==> src/rtl/div_arbiter_pkg.sv <==
// Shared definitions for the divider arbiter slice: FSM encoding and divider latency.
package div_arbiter_pkg;

    typedef enum logic [1:0] {
        ST_IDLE = 2'd0,
        ST_RUN  = 2'd1,
        ST_RESP = 2'd2
    } state_t;

    // Number of en-high cycles from the first enabled cycle until done is seen, inclusive.
    function automatic int div_lat(input int data_w);
        return data_w + 5;
    endfunction

endpackage

==> src/rtl/div_rr_arb.sv <==
// Combinational round-robin picker: search starts one past the previous winner and wraps.
module div_rr_arb #(
    parameter  int N_REQ = 4,
    localparam int IW    = (N_REQ > 1) ? $clog2(N_REQ) : 1
) (
    input  logic [N_REQ-1:0] req,
    input  logic [IW-1:0]    last,
    input  logic             en_arb,
    output logic [N_REQ-1:0] gnt,
    output logic [IW-1:0]    gnt_idx
);

    logic          found;
    logic [IW-1:0] sel;

    // Walk the requesters in priority order last+1, last+2, ... and grant the first active one.
    always_comb begin
        gnt     = '0;
        gnt_idx = '0;
        found   = 1'b0;
        sel     = '0;
        if (en_arb) begin
            for (int i = 1; i <= N_REQ; i++) begin
                sel = IW'((int'(last) + i) % N_REQ);
                if (!found && req[sel]) begin
                    found      = 1'b1;
                    gnt[sel]   = 1'b1;
                    gnt_idx    = sel;
                end
            end
        end
    end

endmodule

==> src/rtl/div_subshift.sv <==
// Fixed-latency shift/subtract divider; dropping en clears it back to the load step.
module div_subshift
    import div_arbiter_pkg::*;
#(
    parameter int DATA_W = 32
) (
    input  logic              clk,
    input  logic              rst,
    input  logic              en,
    input  logic              sign,
    input  logic [DATA_W-1:0] dividend,
    input  logic [DATA_W-1:0] divisor,
    output logic [DATA_W-1:0] quotient,
    output logic [DATA_W-1:0] remainder,
    output logic              done
);

    localparam int             LAT         = div_lat(DATA_W);
    localparam int             CW          = $clog2(LAT + 1);
    localparam logic [CW-1:0]  C_LAST_STEP = CW'(DATA_W);
    localparam logic [CW-1:0]  C_FIX       = CW'(DATA_W + 1);
    localparam logic [CW-1:0]  C_DONE      = CW'(LAT - 1);

    logic [CW-1:0]   cnt;
    logic [DATA_W-1:0] q_p0;
    logic [DATA_W-1:0] d_p0;
    logic [DATA_W:0]   r_p0;
    logic              neg_q_p0;
    logic              neg_r_p0;
    logic [DATA_W:0]   rem_shift;
    logic [DATA_W:0]   diff;

    function automatic logic [DATA_W-1:0] magnitude(input logic [DATA_W-1:0] v,
                                                    input logic is_signed);
        logic signed [DATA_W-1:0] sv;
        sv = $signed(v);
        if (is_signed && (sv < 0)) return $unsigned(-sv);
        return v;
    endfunction

    function automatic logic [DATA_W-1:0] apply_sign(input logic [DATA_W-1:0] v,
                                                     input logic neg);
        return neg ? (~v + 1'b1) : v;
    endfunction

    // One restoring-division step on the partial remainder.
    always_comb begin
        rem_shift = {r_p0[DATA_W-1:0], q_p0[DATA_W-1]};
        diff      = rem_shift - {1'b0, d_p0};
    end

    // Step counter: cleared whenever en is low, saturates on the done step.
    always_ff @(posedge clk) begin
        if (rst || !en) begin
            cnt <= '0;
        end else if (cnt != C_DONE) begin
            cnt <= cnt + 1'b1;
        end
    end

    // Datapath: load magnitudes, iterate DATA_W steps, restore signs, then hold until done.
    always_ff @(posedge clk) begin
        if (en) begin
            if (cnt == '0) begin
                // load stage
                q_p0     <= magnitude(dividend, sign);
                d_p0     <= magnitude(divisor, sign);
                r_p0     <= '0;
                neg_q_p0 <= sign & (dividend[DATA_W-1] ^ divisor[DATA_W-1]);
                neg_r_p0 <= sign & dividend[DATA_W-1];
            end else if (cnt <= C_LAST_STEP) begin
                // iteration stage
                if (!diff[DATA_W]) begin
                    r_p0 <= diff;
                    q_p0 <= {q_p0[DATA_W-2:0], 1'b1};
                end else begin
                    r_p0 <= rem_shift;
                    q_p0 <= {q_p0[DATA_W-2:0], 1'b0};
                end
            end else if (cnt == C_FIX) begin
                // sign restore stage: remainder follows the dividend's sign
                quotient  <= apply_sign(q_p0, neg_q_p0);
                remainder <= apply_sign(r_p0[DATA_W-1:0], neg_r_p0);
            end
        end
    end

    assign done = en && (cnt == C_DONE);

endmodule

==> src/rtl/div_arbiter.sv <==
// Shares one sequential divider among N_REQ requesters with round-robin grants.
module div_arbiter
    import div_arbiter_pkg::*;
#(
    parameter int DATA_W = 32,
    parameter int N_REQ  = 4
) (
    input  logic                    clk,
    input  logic                    rst,
    input  logic [N_REQ-1:0]        req_valid,
    output logic [N_REQ-1:0]        req_ready,
    input  logic [N_REQ-1:0]        req_sign,
    input  logic [N_REQ*DATA_W-1:0] req_dividend,
    input  logic [N_REQ*DATA_W-1:0] req_divisor,
    output logic [N_REQ-1:0]        rsp_valid,
    input  logic [N_REQ-1:0]        rsp_ready,
    output logic [DATA_W-1:0]       rsp_quotient,
    output logic [DATA_W-1:0]       rsp_remainder,
    output logic                    rsp_dbz,
    output logic                    busy
);

    localparam int IW = (N_REQ > 1) ? $clog2(N_REQ) : 1;

    state_t            state;
    logic [IW-1:0]     last;
    logic [IW-1:0]     owner;
    logic              sign_l;
    logic [DATA_W-1:0] dvd_l;
    logic [DATA_W-1:0] dvs_l;
    logic [DATA_W-1:0] q_r;
    logic [DATA_W-1:0] r_r;
    logic              dbz_r;

    logic              en_arb;
    logic [N_REQ-1:0]  gnt;
    logic [IW-1:0]     gnt_idx;
    logic              sel_sign;
    logic [DATA_W-1:0] sel_dvd;
    logic [DATA_W-1:0] sel_dvs;

    logic              div_en;
    logic [DATA_W-1:0] div_q;
    logic [DATA_W-1:0] div_r;
    logic              div_done;

    assign en_arb = (state == ST_IDLE) && !rst;

    div_rr_arb #(.N_REQ(N_REQ)) u_arb (
        .req     (req_valid),
        .last    (last),
        .en_arb  (en_arb),
        .gnt     (gnt),
        .gnt_idx (gnt_idx)
    );

    // Route the winner's operands to the latch inputs.
    always_comb begin
        sel_sign = 1'b0;
        sel_dvd  = '0;
        sel_dvs  = '0;
        for (int i = 0; i < N_REQ; i++) begin
            if (gnt[i]) begin
                sel_sign = req_sign[i];
                sel_dvd  = req_dividend[i*DATA_W +: DATA_W];
                sel_dvs  = req_divisor[i*DATA_W +: DATA_W];
            end
        end
    end

    assign div_en = (state == ST_RUN);

    div_subshift #(.DATA_W(DATA_W)) u_div (
        .clk       (clk),
        .rst       (rst),
        .en        (div_en),
        .sign      (sign_l),
        .dividend  (dvd_l),
        .divisor   (dvs_l),
        .quotient  (div_q),
        .remainder (div_r),
        .done      (div_done)
    );

    // Job sequencer: accept, divide (or short-circuit divide-by-zero), hold the response.
    always_ff @(posedge clk) begin
        if (rst) begin
            state <= ST_IDLE;
            last  <= IW'(N_REQ - 1);
            owner <= '0;
            q_r   <= '0;
            r_r   <= '0;
            dbz_r <= 1'b0;
        end else begin
            case (state)
                ST_IDLE: begin
                    if (|gnt) begin
                        owner  <= gnt_idx;
                        last   <= gnt_idx;
                        sign_l <= sel_sign;
                        dvd_l  <= sel_dvd;
                        dvs_l  <= sel_dvs;
                        if (sel_dvs == '0) begin
                            q_r   <= '1;
                            r_r   <= sel_dvd;
                            dbz_r <= 1'b1;
                            state <= ST_RESP;
                        end else begin
                            state <= ST_RUN;
                        end
                    end
                end
                ST_RUN: begin
                    if (div_done) begin
                        q_r   <= div_q;
                        r_r   <= div_r;
                        dbz_r <= 1'b0;
                        state <= ST_RESP;
                    end
                end
                ST_RESP: begin
                    if (rsp_ready[owner]) state <= ST_IDLE;
                end
                default: state <= ST_IDLE;
            endcase
        end
    end

    // Response valid goes to the owner of the finished job only.
    always_comb begin
        rsp_valid = '0;
        if (state == ST_RESP) rsp_valid[owner] = 1'b1;
    end

    assign req_ready     = gnt;
    assign rsp_quotient  = q_r;
    assign rsp_remainder = r_r;
    assign rsp_dbz       = dbz_r;
    assign busy          = (state != ST_IDLE);

endmodule
==> config.mk <==
export PLATFORM = sky130hd
export DESIGN_NAME = div_arbiter
export DESIGN_NICKNAME = d
export VERILOG_FILES = /design/src/rtl/div_arbiter_pkg.sv /design/src/rtl/div_rr_arb.sv /design/src/rtl/div_subshift.sv /design/src/rtl/div_arbiter.sv
export SDC_FILE = /design/constraint.sdc
export NUM_CORES = 1
export LEC_CHECK = 0
export CORE_MARGIN = 4
export CORE_UTILIZATION = 32
export CTS_CLUSTER_DIAMETER = 100
export DETAILED_ROUTE_END_ITERATION = 10
export PLACE_DENSITY = 0.66
export SYNTH_ARGS = -nofsm -noshare
export SYNTH_HDL_FRONTEND = slang
export SYNTH_SLANG_ARGS = --single-unit
==> constraint.sdc <==
create_clock -name clk -period 6.9 [get_ports clk]
set_clock_uncertainty 0.1 [all_clocks]
set_input_delay 1.035 -clock clk [delete_from_list [all_inputs] [get_ports clk]]
set_output_delay 1.035 -clock clk [all_outputs]
set_load 0.02 [all_outputs]
## Yosys cells after proc, flatten, opt, wreduce, memory -nomap -nowiden

Index checks and enable logic that the tools add are counted.

| storage, ports and cells | value |
|---|---|
| flip-flop bits (word level) | 304 |
| bits of input ports | 270 |
| output and inout bits | 74 |

| operators by class | value |
|---|---|
| add/subtract/negate cells | 10 |
| $lt $le $gt $ge | 13 |
| eq/ne operators | 9 |
| multiplexer cells | 86 |
| bitwise operators | 11 |
| reduce and logical (&&, ||, !) cells | 32 |

Operators with widths:

| cell | number |
|---|---|
| 2-to-1 mux 32 bit | 24 |
| case mux 32 bit (2 select lines) | 2 |
| adder 32 x 1 -> 32 bit, second input constant | 2 |
| < comparator 32 x 1 -> 1 bit, second input constant | 2 |
| negator 32 bit | 2 |
| inverter 32 bit | 2 |
| 2-to-1 mux 4 bit | 9 |
| subtractor 33 x 32 -> 33 bit | 1 |
| logical NOT 32 bit | 1 |
| 2-to-1 mux 1 bit | 30 |
| 2-to-1 mux 2 bit | 9 |
| < comparator 2 x 3 -> 1 bit, second input constant | 5 |
| == test 6 bit, second input constant | 2 |
| logical AND 1 bit | 12 |
| OR 4 bit | 3 |
| binary-select mux 1 bit (select 2 bit) | 5 |
| demux 1 bit (select 2 bit) | 5 |
| greater-or-equal comparator 2 x 1 -> 1 bit, second input constant | 5 |
| AND reduction 4 bit | 2 |
| adder 6 x 1 -> 6 bit, second input constant | 1 |
| less-or-equal comparator 6 bit, second input constant | 1 |
| logical NOT 6 bit | 1 |
| != test 6 bit, second input constant | 1 |
| case mux 2 bit (3 select lines) | 1 |
| 17 further kinds | 33 |

## Longest topological paths before layout

| depth | value |
|---|---|
| depth after elaboration | 25 |
| gate-level depth with buffers | 18 |
| mapped depth without buffers | 13 |

## Modules after synthesis

Synthesis repeated with hierarchy kept, for this count alone.

| unflattened totals | value |
|---|---|
| cells, all modules | 1899 |
| area, all modules | 18596.6 um^2 |

By module, submodules not included:

| module | times used | cells each | area an instance (um^2) | sequential area each (um^2) |
|---|---|---|---|---|
| div_subshift | 1 | 1048 | 10512.6 | 4984.8 |
| div_arbiter | 1 | 804 | 7628.6 | 3373.2 |
| div_rr_arb | 1 | 47 | 455.4 | 0.0 |

## Least setup slack after synthesis

OpenSTA, ideal clock, no wires.

| timing | value |
|---|---|
| path type | in2reg |
| from | input port req_valid[2] |
| to | register r_r[25] (netlist: rsp_remainder[25]) |
| library setup time | 0.121 ns |
| arrival | 5.313 ns |
| required time | 6.679 ns |
| path slack | 1.366 ns |
| stages | 14 |
| path buffers | 3 |
| path through | mux4_2 -> nor4b_4 -> nand2_1 -> o21a_1 -> buf_4 -> inv_2 -> nor2_4 -> nand2_1 -> a21o_1 -> nand2b_1 -> or4_4 -> buf_6 -> buf_6 -> mux2_4 |

| between the ends | value |
|---|---|
| cells in the longest elaborated chain, start to end | 23 |
| elaborated cells between the ends (all ways) | 47 |
| classes of those cells | eq/ne (2); mux (33); bitwise (3); reduce/logical (9) |

Ends and longest elaborated chain:

| what | line | source |
|---|---|---|
| start, declared | div_arbiter.sv:10 | `input logic [N_REQ-1:0] req_valid,` |
| binary-select mux 1 bit (select 2 bit) | div_rr_arb.sv:25 | `if (!found && req[sel]) begin` |
| 2-to-1 mux 1 bit (not written as such) | div_rr_arb.sv:25 |  |
| 2-to-1 mux 1 bit | div_rr_arb.sv:25 |  |
| 2-to-1 mux 1 bit | div_rr_arb.sv:22 | `if (en_arb) begin` |
| logical NOT 1 bit | div_rr_arb.sv:25 |  |
| logical AND 1 bit | div_rr_arb.sv:25 |  |
| 2-to-1 mux 1 bit | div_rr_arb.sv:25 |  |
| 2-to-1 mux 1 bit | div_rr_arb.sv:22 |  |
| [... 4 more ...] | - |  |
| logical NOT 1 bit | div_rr_arb.sv:25 |  |
| logical AND 1 bit | div_rr_arb.sv:25 |  |
| 2-to-1 mux 4 bit * | div_rr_arb.sv:25 |  |
| 2-to-1 mux 4 bit * | div_rr_arb.sv:22 |  |
| 2-to-1 mux 32 bit (4 in series) | div_arbiter.sv:63 | `if (gnt[i]) begin` |
| logical NOT 32 bit / 2-to-1 mux 32 bit (equally long branches) | div_arbiter.sv:103 | `if (sel_dvs == '0) begin` |
| != test 2 x 1 -> 1 bit (no line) / 2-to-1 mux 32 bit (equally long branches) | - |  |
| AND reduction 4 bit (no line) / case mux 32 bit (2 select lines) (equally long branches) | - |  |
| end signal, assigned | div_arbiter.sv:105 | `r_r <= sel_dvd;` |
| end signal, assigned | div_arbiter.sv:116 | `r_r <= div_r;` |
| end, declared | div_arbiter.sv:32 | `logic [DATA_W-1:0] r_r;` |

Every way passes the cells marked *; elsewhere a longest branch is shown, timed or not. The select of a mux whose other input is x is not followed.
A chain may end at the register's enable or synchronous reset.

## Worst setup path after layout

| timing | value |
|---|---|
| from | register last[0] |
| to | register r_r[25] (netlist: rsp_remainder[25]) |

| between the ends | value |
|---|---|
| cells in the longest elaborated chain, start to end | 24 |
| elaborated cells between the ends (all ways) | 71 |
| classes of those cells | add/sub (4); order compare (8); eq/ne (2); mux (41); bitwise (3); reduce/logical (13) |

Ends and longest elaborated chain:

| what | line | source |
|---|---|---|
| start, declared | div_arbiter.sv:26 | `logic [IW-1:0] last;` |
| start signal, assigned | div_arbiter.sv:89 | `last <= IW'(N_REQ - 1);` |
| start signal, assigned | div_arbiter.sv:99 | `last <= gnt_idx;` |
| branches (longest 15 deep; another with < comparator 2 x 3 -> 1 bit) | - |  |
| 2-to-1 mux 4 bit * | div_rr_arb.sv:25 |  |
| 2-to-1 mux 4 bit * | div_rr_arb.sv:22 |  |
| 2-to-1 mux 32 bit (3 in series) | div_arbiter.sv:63 |  |
| 2-to-1 mux 32 bit * | div_arbiter.sv:63 |  |
| via sel_dvs[1] | div_arbiter.sv:40 | `logic [DATA_W-1:0] sel_dvs;` |
| logical NOT 32 bit * | div_arbiter.sv:103 |  |
| != test 2 x 1 -> 1 bit (no line) * | - |  |
| AND reduction 4 bit (no line) * | - |  |

Mark *: on every way through the listed nets, which the timed path passes. The select of a mux whose other input is x is not followed.

==> out/metrics.yaml <==
ys_dominant_reg_cell: "edfxtp_1"
synth.top_cell.area_share_pct: 38.02
cp.arrival_ns: 6.20
cts-resized-gates: 0
drive_above_1_share_pct: 7.086
multi_input_area_um2: 8795
finalSetupViolCount: 0
status: "finished clean"
min_path_type: "register to register"
worst_slew_pin_slew_ns: 1.168
dr.first_iter.drc_count: 1050
wirelength_um: 53660
powerDensity_nw_per_um2: 383.9
rsz0062_at_grt: "false"
grt_pass1_vias: 14680
setup_tns_ns: 0
yosys.cell_types.count: 72
dp_hpwl_um: 41010
leakagePower_uw: 0.008388
ys_seq_area_share_pct: 46.62
fin_crit_sh_pct: 85.36
fmax_mhz: 169.8
numCtsBuffers: 35
synth_edf_count: 227
start_util_pct: 32.41
antenna_found_initial: 1
portBuffers: 343
syn_nets: 2138
cp_max_fo: 66
ys_top_cells_by_count: "227 x edfxtp_1, 171 x nor2_1, 168 x nand2_1, 117 x a21oi_1, 109 x xnor2_1"
final.min_clock_period_ns: 5.890
postSynthCellCount: 1820
drtPass1Iterations: 5
seq_area_um2: 8358
h-tree-depth: 2
worst_setup_path_start_kind: "register"
grt_max_degree: 98
yosys.area.top_type: "edfxtp_1"
root_buffer: "clkbuf_16"
ir_drop_uv: 244.3
cp-end-kind: "register"
layout.cells.non_filler: 2893
async_flop_share_pct: 0
ys_top_cells_by_area: "edfxtp_1 38%, dfxtp_1 8.6%, xnor2_1 5.3%, nor2_1 3.6%, nand2_1 3.5%"
overflow: 0
syn2layout_area_growth_pct: 29.35
avgSynthCellArea_um2: 9.850
yosysMostFrequentCell: "edfxtp_1"
clock_latency_ns: 0.52
fp-row-count: 86
postCtsSetupBuffers: 0
timing.max_cap.violations: 0
layout.nets: 2437
die_area_um2: 59870
core_um2: 55310
vias_per_cell: 5.190
crit_type: "register to register"
drv_slew: 0
route.detailed.drc: 0
slew_headroom_pct: 22.16
grt_use_total_pct: 16.90
gp_congestion: 0.9194
grt_pass1_wl_um: 81210
ios: 344
cp.required_ns: 7.21
dp_slack_ns: 0.5393
syn-cell-area_um2: 17930
avgRoutedWirePerCell_um: 18.55
dp_cells: 2830
cts.reportedPaths.clkPinSlew_ns: 0.06
vias: 15020
final_antenna_net_count: 0
cts_buffer_depth: 3
antennaDiodeCount: 0
finalWorstSetupSlack_ns: 1.010
yosysWarnings: 0
clock_sinks: 304
hold_violations: 0
dieWidth_um: 244.7
fill_cells: 5373
ys_seq_elements: 304
die_y_um: 244.7
cts_hold_buf: 0
cts_tree: "built"
## layout make-up
type	count	area share (%)
flip-flops and latches	304	36.04
well taps	748	4.036
clock inverters	15	0.7392
inverters	99	1.603
multi-input cells	1316	37.93
clock buffers	48	4.209
repair buffers	363	15.44
## power by group
part	switching, µW	leakage, µW	internal [µW]	total (µW)
registers	465	0.00281	2760	3230
logic	2250	0.00501	1580	3840
clock network	728	0.000560	1110	1840
total	3440	0.00839	5460	8900
## worst max-delay path, stage by stage, from the launching register on
cell and delay, ns:
dfxtp_1 0.71, inv_1 0.22, ha_1 0.42, mux4_2 0.49, nor4b_4 0.48, and3_1 0.30, o221ai_2 0.47, o22ai_1 0.29
a21oi_1 0.09, nor4_1 0.52, nand4_1 0.20, or4_4 0.92, mux2_4 0.45
## path summary, 6_finish.rpt
check	startpoint	to	slack [ns]	depth (start not counted)
worst min-delay path	rsp_quotient[15]$_SDFFE_PP0P_	rsp_quotient[15]$_SDFFE_PP0P_	0.35	2
worst max register to register	last[0]$_SDFFE_PP1P_	rsp_remainder[25]$_SDFFE_PP0P_	1.01	12
worst min register to register	rsp_quotient[15]$_SDFFE_PP0P_	rsp_quotient[15]$_SDFFE_PP0P_	0.35	2
worst max-delay path	last[0]$_SDFFE_PP1P_	rsp_remainder[25]$_SDFFE_PP0P_	1.01	12
## cells by family (layout without fill, tap and decap cells)
group / after synthesis / after routing / synth area share, %
multiplexers: 71 / 71 / 4.683
buffers and inverters: 200 / 525 / 4.564
flip-flops: 304 / 304 / 46.62
XOR/XNOR: 140 / 140 / 6.840
adder cells (fa/ha/maj): 48 / 48 / 3.392
AO/OA/AOI/OAI: 505 / 505 / 19.20
AND/OR/NAND/NOR: 552 / 552 / 14.70
## metal layers
| layer | up-vias | wire length (µm) | track usage (%) |
|---|---|---|---|
| met4 | 2 | 1381 | 4.749 |
| met2 | 586 | 24450 | 27.79 |
| met5 | - | 8 | 0 |
| met1 | 7022 | 23510 | 22.13 |
| li1 | 7323 | - | - |
| met3 | 82 | 4298 | 4.326 |
## layout by cell type (no fill, tap or decap), types with 6 or more instances in the layout
master / instances
clkbuf_1: 9
dfxtp_1: 77
nand2b_1: 21
nand3b_1: 7
clkbuf_16: 36
a211oi_2: 10
mux2_4: 6
nor2b_1: 40
ha_1: 47
xor2_1: 31
a31oi_1: 7
o22ai_1: 23
a211oi_1: 63
inv_1: 97
or2_2: 9
o21ai_0: 94
nor2_1: 169
mux2_2: 29
o31ai_1: 24
clkinv_2: 6
nor3_1: 30
a21oi_1: 116
xnor2_1: 109
buf_4: 21
a32oi_1: 64
clkdlybuf4s50_1: 342
or3_1: 19
o211ai_1: 6
and3_1: 7
a21o_1: 42
o21a_1: 10
edfxtp_1: 227
o41ai_1: 14
nand2_1: 166
nand3_1: 18
mux2i_1: 31
nor4_1: 19
or4_1: 19
## through the flow
| stage | area (µm²) | total power (µW) | utilization, % | hold slack, ns |
|---|---|---|---|---|
| after global routing | 23190 | 9521 | 41.93 | 0.3708 |
| final | 23190 | 8901 | 41.93 | 0.3504 |
| after global placement | 22040 | 6994 | 39.85 | 0.3421 |
| after CTS | 23190 | 8951 | 41.93 | 0.3536 |
| after detailed placement | 22040 | 7082 | 39.85 | 0.3444 |
| after floorplan | 17930 | 5950 | - | 0.3515 |
No activity file was read; power rests on OpenSTA's default activity.
